### config.mk
export PLATFORM = sky130hd
export DESIGN_NAME = ysyx_22041071_if_stage
export DESIGN_NICKNAME = d
export VERILOG_FILES = /design/src/rtl/ysyx_22041071_if_stage.sv
export SDC_FILE = /design/constraint.sdc
export NUM_CORES = 1
export LEC_CHECK = 0
export ABC_AREA = 0
export CAP_MARGIN = 20
export CELL_PAD_IN_SITES_DETAIL_PLACEMENT = 0
export CELL_PAD_IN_SITES_GLOBAL_PLACEMENT = 2
export CORE_ASPECT_RATIO = 0.5
export CORE_MARGIN = 4
export CORE_UTILIZATION = 27
export CTS_BUF_LIST = sky130_fd_sc_hd__clkbuf_4 sky130_fd_sc_hd__clkbuf_8 sky130_fd_sc_hd__clkbuf_16
export CTS_CLUSTER_SIZE = 14
export DETAILED_ROUTE_END_ITERATION = 8
export GPL_TIMING_DRIVEN = 0
export PLACE_DENSITY = 0.87
export SETUP_SLACK_MARGIN = 0.4
export SLEW_MARGIN = 30
export SYNTH_ARGS = -nofsm -noshare
export SYNTH_HDL_FRONTEND = slang
export SYNTH_SLANG_ARGS = --single-unit
### constraint.sdc
create_clock -name clk -period 4.41 [get_ports clk]
set_input_delay 0.6615 -clock clk [delete_from_list [all_inputs] [get_ports clk]]
set_output_delay 0.6615 -clock clk [all_outputs]
set_load 0.005 [all_outputs]
### src/rtl/ysyx_22041071_if_stage.sv
// rtl/ysyx_22041071_if_stage.sv - instruction fetch stage with redirect and flush handling
//
// Holds the fetch PC, issues one instruction-memory request at a time and
// buffers the returned word into the IF/ID slot (PC2/Ins1/valid2).
//
// Ports:
//   clk, reset                  clock, synchronous active-high reset
//   imem_req_valid/ready/addr   fetch request channel (addr = pc)
//   imem_rsp_valid/data         single-cycle response pulse and instruction word
//   JPC_sel/JPC                 jal redirect from decode
//   ex_redir/ex_redir_pc        jalr/branch redirect from execute (wins over JPC_sel)
//   bubble                      decode flush; fetch parks until a redirect arrives
//   ready2/valid2/PC2/Ins1      IF/ID output slot handshake
module ysyx_22041071_if_stage #(
  parameter int                ADDR_W   = 64,
  parameter int                INS_W    = 32,
  parameter logic [ADDR_W-1:0] RESET_PC = 64'h0000_0000_8000_0000
) (
  input  logic              clk,
  input  logic              reset,
  output logic              imem_req_valid,
  input  logic              imem_req_ready,
  output logic [ADDR_W-1:0] imem_addr,
  input  logic              imem_rsp_valid,
  input  logic [INS_W-1:0]  imem_rsp_data,
  input  logic              JPC_sel,
  input  logic [ADDR_W-1:0] JPC,
  input  logic              ex_redir,
  input  logic [ADDR_W-1:0] ex_redir_pc,
  input  logic              bubble,
  input  logic              ready2,
  output logic              valid2,
  output logic [ADDR_W-1:0] PC2,
  output logic [INS_W-1:0]  Ins1
);

  localparam logic [INS_W-1:0] NOP_INS = INS_W'(32'h0000_0013);

  typedef enum logic [1:0] {
    S_REQ   = 2'd0,
    S_WAIT  = 2'd1,
    S_STALL = 2'd2
  } state_e;

  state_e              state_q, state_d;
  logic [ADDR_W-1:0]   pc_q, pc_d;
  logic [ADDR_W-1:0]   req_pc_q, req_pc_d;
  logic                valid2_q, valid2_d;
  logic [ADDR_W-1:0]   pc2_q, pc2_d;
  logic [INS_W-1:0]    ins1_q, ins1_d;
  logic                drop_q, drop_d;
  // Bubble seen while a request was in flight: park in STALL once it returns.
  logic                stall_pend_q, stall_pend_d;

  logic                redir;
  logic [ADDR_W-1:0]   redir_raw;
  logic [ADDR_W-1:0]   redir_tgt;
  logic                req_fire;
  logic                in_flight;

  assign redir     = ex_redir | JPC_sel;
  assign redir_raw = ex_redir ? ex_redir_pc : JPC;
  // No compressed instructions, so targets are always word aligned.
  assign redir_tgt = {redir_raw[ADDR_W-1:2], 2'b00};

  assign imem_req_valid = (state_q == S_REQ) && (!valid2_q || ready2) && !reset;
  assign imem_addr      = pc_q;
  assign req_fire       = imem_req_valid && imem_req_ready;

  // A request is still owed a response after this cycle: either we are waiting
  // and it has not come back yet, or one is being accepted right now.
  assign in_flight = ((state_q == S_WAIT) && !imem_rsp_valid) || req_fire;

  assign valid2 = valid2_q;
  assign PC2    = pc2_q;
  assign Ins1   = ins1_q;

  always_comb begin
    state_d      = state_q;
    pc_d         = pc_q;
    req_pc_d     = req_pc_q;
    valid2_d     = valid2_q;
    pc2_d        = pc2_q;
    ins1_d       = ins1_q;
    drop_d       = drop_q;
    stall_pend_d = stall_pend_q;

    if (valid2_q && ready2) begin
      valid2_d = 1'b0;
    end

    if (redir) begin
      pc_d         = redir_tgt;
      valid2_d     = 1'b0;
      stall_pend_d = 1'b0;
      if (in_flight) begin
        state_d = S_WAIT;
        drop_d  = 1'b1;
      end else begin
        state_d = S_REQ;
        drop_d  = 1'b0;
      end
    end else if (bubble) begin
      valid2_d = 1'b0;
      if (in_flight) begin
        state_d      = S_WAIT;
        drop_d       = 1'b1;
        stall_pend_d = 1'b1;
      end else begin
        state_d      = S_STALL;
        drop_d       = 1'b0;
        stall_pend_d = 1'b0;
      end
    end else begin
      unique case (state_q)
        S_REQ: begin
          if (req_fire) begin
            state_d  = S_WAIT;
            req_pc_d = pc_q;
            pc_d     = pc_q + ADDR_W'(4);
          end
        end
        S_WAIT: begin
          if (imem_rsp_valid) begin
            if (drop_q) begin
              drop_d       = 1'b0;
              stall_pend_d = 1'b0;
              state_d      = stall_pend_q ? S_STALL : S_REQ;
            end else begin
              valid2_d = 1'b1;
              ins1_d   = imem_rsp_data;
              pc2_d    = req_pc_q;
              state_d  = S_REQ;
            end
          end
        end
        default: begin
        end
      endcase
    end
  end

  always_ff @(posedge clk) begin
    if (reset) begin
      state_q      <= S_REQ;
      pc_q         <= RESET_PC;
      req_pc_q     <= RESET_PC;
      valid2_q     <= 1'b0;
      pc2_q        <= RESET_PC;
      ins1_q       <= NOP_INS;
      drop_q       <= 1'b0;
      stall_pend_q <= 1'b0;
    end else begin
      state_q      <= state_d;
      pc_q         <= pc_d;
      req_pc_q     <= req_pc_d;
      valid2_q     <= valid2_d;
      pc2_q        <= pc2_d;
      ins1_q       <= ins1_d;
      drop_q       <= drop_d;
      stall_pend_q <= stall_pend_d;
    end
  end

endmodule

== After elaboration in Yosys (flattened, before gate mapping) ==
Index checks and enable logic that the tools add are counted.

* Register bits: 229
* Bits of input ports: 168
* Output and inout bits: 162
* Word-level logic and storage cells: 73

* $add $sub $neg: 1
* Equal/unequal tests: 4
* Muxes and demuxes: 27
* Bitwise operators: 4
* Reduce and logical (&&, ||, !) cells: 28

{| class="wikitable"
|+ Operators with widths
! cell !! count
|-
| $mux W64 || 5
|-
| $add A64 B3 Y64 const B || 1
|-
| $mux W1 || 14
|-
| $mux W2 || 7
|-
| $reduce_and A3 Y1 || 4
|-
| $reduce_bool A2 Y1 || 5
|-
| $ne A4 B4 Y1 const B || 2
|-
| $reduce_bool A3 Y1 || 2
|-
| $logic_and A1 B1 Y1 || 5
|-
| $reduce_and A5 Y1 || 1
|-
| $pmux W2 S2 || 1
|-
| $reduce_and A4 Y1 || 1
|-
| $reduce_bool A4 Y1 || 1
|-
| $logic_not A1 Y1 || 3
|-
| $not A1 Y1 || 3
|-
| $reduce_or A3 Y1 || 1
|-
| $eq A2 B1 Y1 const B || 1
|-
| $logic_not A2 Y1 || 1
|-
| $logic_or A1 B1 Y1 || 2
|-
| $ne A2 B1 Y1 const B || 1
|-
| $reduce_and A2 Y1 || 1
|-
| $reduce_or A2 Y1 || 1
|-
| $or A1 B1 Y1 || 1
|}

== Logic depth before layout (Yosys ltp) ==
* Depth after elaboration: 9
* Depth in mapped cells: 9
* Depth with buffers taken out: 7

== Least setup slack after synthesis ==
OpenSTA, ideal clock, no wires.

* Kind: input to register
* Start: input port bubble
* End: register pc_q[7], in the netlist imem_addr[7]
* Library setup time: 0.086 ns
* Data arrival time: 2.363 ns
* Required time: 4.324 ns
* Slack: 1.962 ns
* Cell stages on the path: 8
* Buffers on the path: 2
* Cell sequence: clkbuf_1 -> or3b_1 -> or3_1 -> clkbuf_1 -> nor2_1 -> nand3_1 -> xor2_1 -> a211oi_1

* Longest elaborated chain between the ends: 2

{| class="wikitable"
|+ Ends and longest elaborated chain
! item !! line !! text
|-
| start: declaration || 30 || <nowiki>input logic bubble,</nowiki>
|-
| $ne A2 B1 Y1 (no line) || n/a ||
|-
| $reduce_and A3 Y1 (no line) || n/a ||
|-
| end signal: assignment || 155 || <nowiki>pc_q <= pc_d;</nowiki>
|-
| end: declaration || 46 || <nowiki>logic [ADDR_W-1:0] pc_q, pc_d;</nowiki>
|}

No other way between the ends.
A chain may end at the register's enable or synchronous reset.

== Worst setup path after layout ==
* Start: input port reset
* End: output port imem_req_valid

* Longest elaborated chain between the ends: 2

{| class="wikitable"
|+ Ends and longest elaborated chain
! item !! line !! text
|-
| start: declaration || 20 || <nowiki>input logic reset,</nowiki>
|-
| $logic_not A1 Y1 || 66 || <nowiki>assign imem_req_valid = (state_q == S_REQ) && (!valid2_q || ready2) && !reset;</nowiki>
|-
| $logic_and A1 B1 Y1 || 66 ||
|-
| end: declaration || 21 || <nowiki>output logic imem_req_valid,</nowiki>
|}

No other way between the ends.

==> flow_metrics.py <==
metrics = {
    "setup_path": {
        "cp_data_required_time_ns": 3.75,
        "crit_slowest_cell": "clkbuf_1",
        "r2r-start": "imem_addr[4]",
        "crit_arrival_ns": 3.19,
        "end_kind": "primary output",
        "cpMostUsedCell": "clkdlybuf4s50_1",
        "r2r-end": "imem_addr[59]",
        "cp-start-kind": "input port",
        "critical_path_class": "input port to primary output",
        "reg2reg_depth": 7,
        "cp_max_fo": 10,
        "crit_chain": "clkdlybuf4s50_1, clkbuf_1, clkbuf_2, buf_2, nor3_1, clkdlybuf4s50_1",
        "r2r_slack_ns": 1.26,
        "slowest_delay_ns": 0.54,
    },
    "min_path": {
        "hp-start": "Ins1[11]",
        "holdPathStages": 2,
        "min_to": "Ins1[11]",
        "hp-class": "register to register",
    },
    "detailed_routing": {
        "vias": 11300,
        "avgViaCountPerCell": 5.16,
        "drt_iter0_drc": 901,
        "highest_layer": "met5",
        "drt_pass1_iterations": 8,
        "drc_errors": 0,
        "wl_met1_um": 22000,
        "wire_per_inst_um": 22.8,
        "wl_met2_um": 23100,
        "wl_met3_um": 3300,
        "ant_nets": 0,
        "routed_wirelength_um": 49800,
    },
    "synthesis": {
        "synth_ff_type": "dfxtp_1",
        "avgSynthCellArea_um2": 7.48,
        "synth_top_area_share_pct": 44.4,
        "synth_area_um2": 10100,
        "synthArstFlopShare_pct": 0,
        "ys_top_cells_by_area": "dfxtp_1 (44%), nand2_1 (13%), a21oi_1 (9.7%)",
        "ys_seq_elements": 223,
        "synth-edff-count": 0,
        "synth-warning-count": 0,
        "synth-seq-area-share_pct": 44.4,
        "synth_cell_type_count": 65,
        "syn-instance-count": 1346,
        "yosysTopAreaCell": "dfxtp_1",
    },
    "grt": {
        "grt_pass1_wl_um": 72000,
        "grtUsageTotal_pct": 23.7,
        "grt_overflow": 0,
        "grt_pass1_vias": 11100,
        "antenna_found_initial": 1,
        "grt_max_degree": 14,
    },
    "cts": {
        "cts_tree": "built",
        "cts_sinks": 223,
        "clk_latency_ns": 0.54,
        "clk_path_buf_depth": 3,
        "cts_inserted_buffers": 23,
        "clk_pin_slew_ns": 0.06,
        "cts_root_buf": "clkbuf_16",
        "holdBufCountCts": 0,
        "cts-htree-levels": 1,
    },
    "layout": {
        "antenna_cells": 0,
        "final_nets": 1861,
        "syn2layout_area_growth_pct": 45.0,
        "drive_above_1_share_pct": 3.76,
        "post-route-util_pct": 40.1,
    },
    "floorplan": {
        "start_util_pct": 27.7,
        "chipHeight_um": 145,
        "die_area_um2": 40600,
        "core_area_um2": 36400,
        "boundaryPins": 330,
        "die_x_um": 281,
        "rows": 49,
    },
    "power_and_ir_drop": {
        "ir_drop_uv": 325,
        "power_density_nw_per_um2": 322,
        "cellLeakagePower_nw": 4.65,
    },
    "sta": {
        "setup_slack_ns": 0.563,
        "rsz0062_at_grt": "false",
        "hold_slack_ns": 0.448,
        "finClkSkew_ns": 0.0173,
        "finalHoldViolCount": 0,
        "fmax_mhz": 260,
        "tns_ns": 0,
        "worst_pin_slew_ns": 0.966,
        "relSlewSlack_pct": 35.6,
        "finalMaxSlewViolations": 0,
        "fin_crit_ns": 3.85,
        "finalSetupViolCount": 0,
        "fin_crit_sh_pct": 87.2,
    },
    "place": {
        "pre_cts_ws_ns": 0.0689,
        "gp_congestion": 0.970,
        "numPortBuffers": 318,
        "dpl.hpwl_um": 38600,
    },
    "outcome": {
        "run_status": "complete, no violations",
    },
    "run": {
        "max_cap_viol_count": 0,
    },
}
==> cells in the final DEF, fill, tap and decap left out, types with 5 or more instances in the layout <==
cell type and n:
o22ai_1 13, a211oi_1 19, xnor2_1 10, inv_1 17
nor2_1 73, dfxtp_1 223, o211ai_1 9, clkbuf_4 5
a22o_1 10, a31oi_1 6, nor3_1 26, a21oi_1 195
nand4_1 20, or4_1 5, o21a_1 15, nand3_1 46
clkdlybuf4s50_1 318, o21ai_0 48, a22oi_1 23, xor2_1 8
nand2_1 361, clkbuf_16 23, buf_2 9, nor4_1 24
clkbuf_1 87, or3_1 5, o21ai_1 6
==> stage by stage <==
step / power [mW] / cell area [um2] / std cells
floorplan: 2.39 / 10100 / 1349
finish: 4.69 / 14600 / 2187
CTS: 4.73 / 14600 / 2187
detailed placement: 2.79 / 13900 / 2151
global placement: 2.79 / 13900 / 2151
global route: 4.85 / 14600 / 2187
==> per-layer routing <==
metal	vias up	track usage, %
li1	5388	-
met1	5431	31.7
met2	377	39.2
met3	88	4.69
met4	2	6.79
met5	-	0
==> final cells by class <==
type / instances / area, um2
repair buffers: 318 / 3180
inverters: 18 / 67.6
clock buffers: 31 / 654
well taps: 484 / 606
plain buffers: 105 / 422
multi-input cells: 1003 / 5140
clock inverters: 5 / 56.3
flip-flops and latches: 223 / 4460
fillers: 3891 / 21800
==> power breakdown <==
group	leakage [nW]	total, mW	switching (mW)	internal [mW]
clock	0.355	1.94	0.848	1.09
combinational	2.48	0.587	0.292	0.295
sequential	1.81	2.17	0.107	2.06
total	4.65	4.69	1.25	3.45
==> how the worst max path moves through the flow <==
stage	slack [ns]	to	cells past startpoint	start
floorplan	1.96	imem_addr[7]	8	bubble
global placement	0.05	imem_req_valid	6	reset
detailed placement	0.07	imem_req_valid	6	reset
CTS	0.61	imem_req_valid	6	reset
global route	0.55	imem_req_valid	6	reset
finish	0.56	imem_req_valid	6	reset
==> state kept, by name, summed over array words and instances, names as in the netlist <==
signal / flops
req_pc_q: 62
state_q: 2
PC2: 62
valid2: 1
Ins1: 32
imem_addr: 62
drop_q: 1
stall_pend_q: 1
==> timing repair <==
item,CTS,global route
gates resized for setup,2,0
buffers inserted,0,0
endpoints found under the setup margin,1,0
==> kinds of logic after synthesis <==
family	share of synthesized area [%]
AOI/OAI and AO/OA	22.4
xor gates and xnor gates	1.57
adders and majority gates	0.124
buffers and inverters	4.84
DFF	44.4
muxes	0.398
other	0.0373
and+or+nand+nor	26.3
==> worst max-delay path, delay by kind of cell <==
kind	cells	cell delay, ns
buffers and inverters	5	2.39
AND/OR/NAND/NOR	1	0.11
==> synth_stat cells (8+ instances only) <==
cell type,instances
a21oi_1,195
nor4_1,25
clkbuf_1,88
o211ai_1,9
nor2_1,73
inv_1,17
o21a_1,15
o21ai_0,48
a211oi_1,19
nand4_1,20
nand2_1,361
xnor2_1,10
o22ai_1,13
a22oi_1,23
a22o_1,10
xor2_1,8
nand3_1,46
nor3_1,27
dfxtp_1,223
buf_2,8
Power figures use the tool's default switching activity.
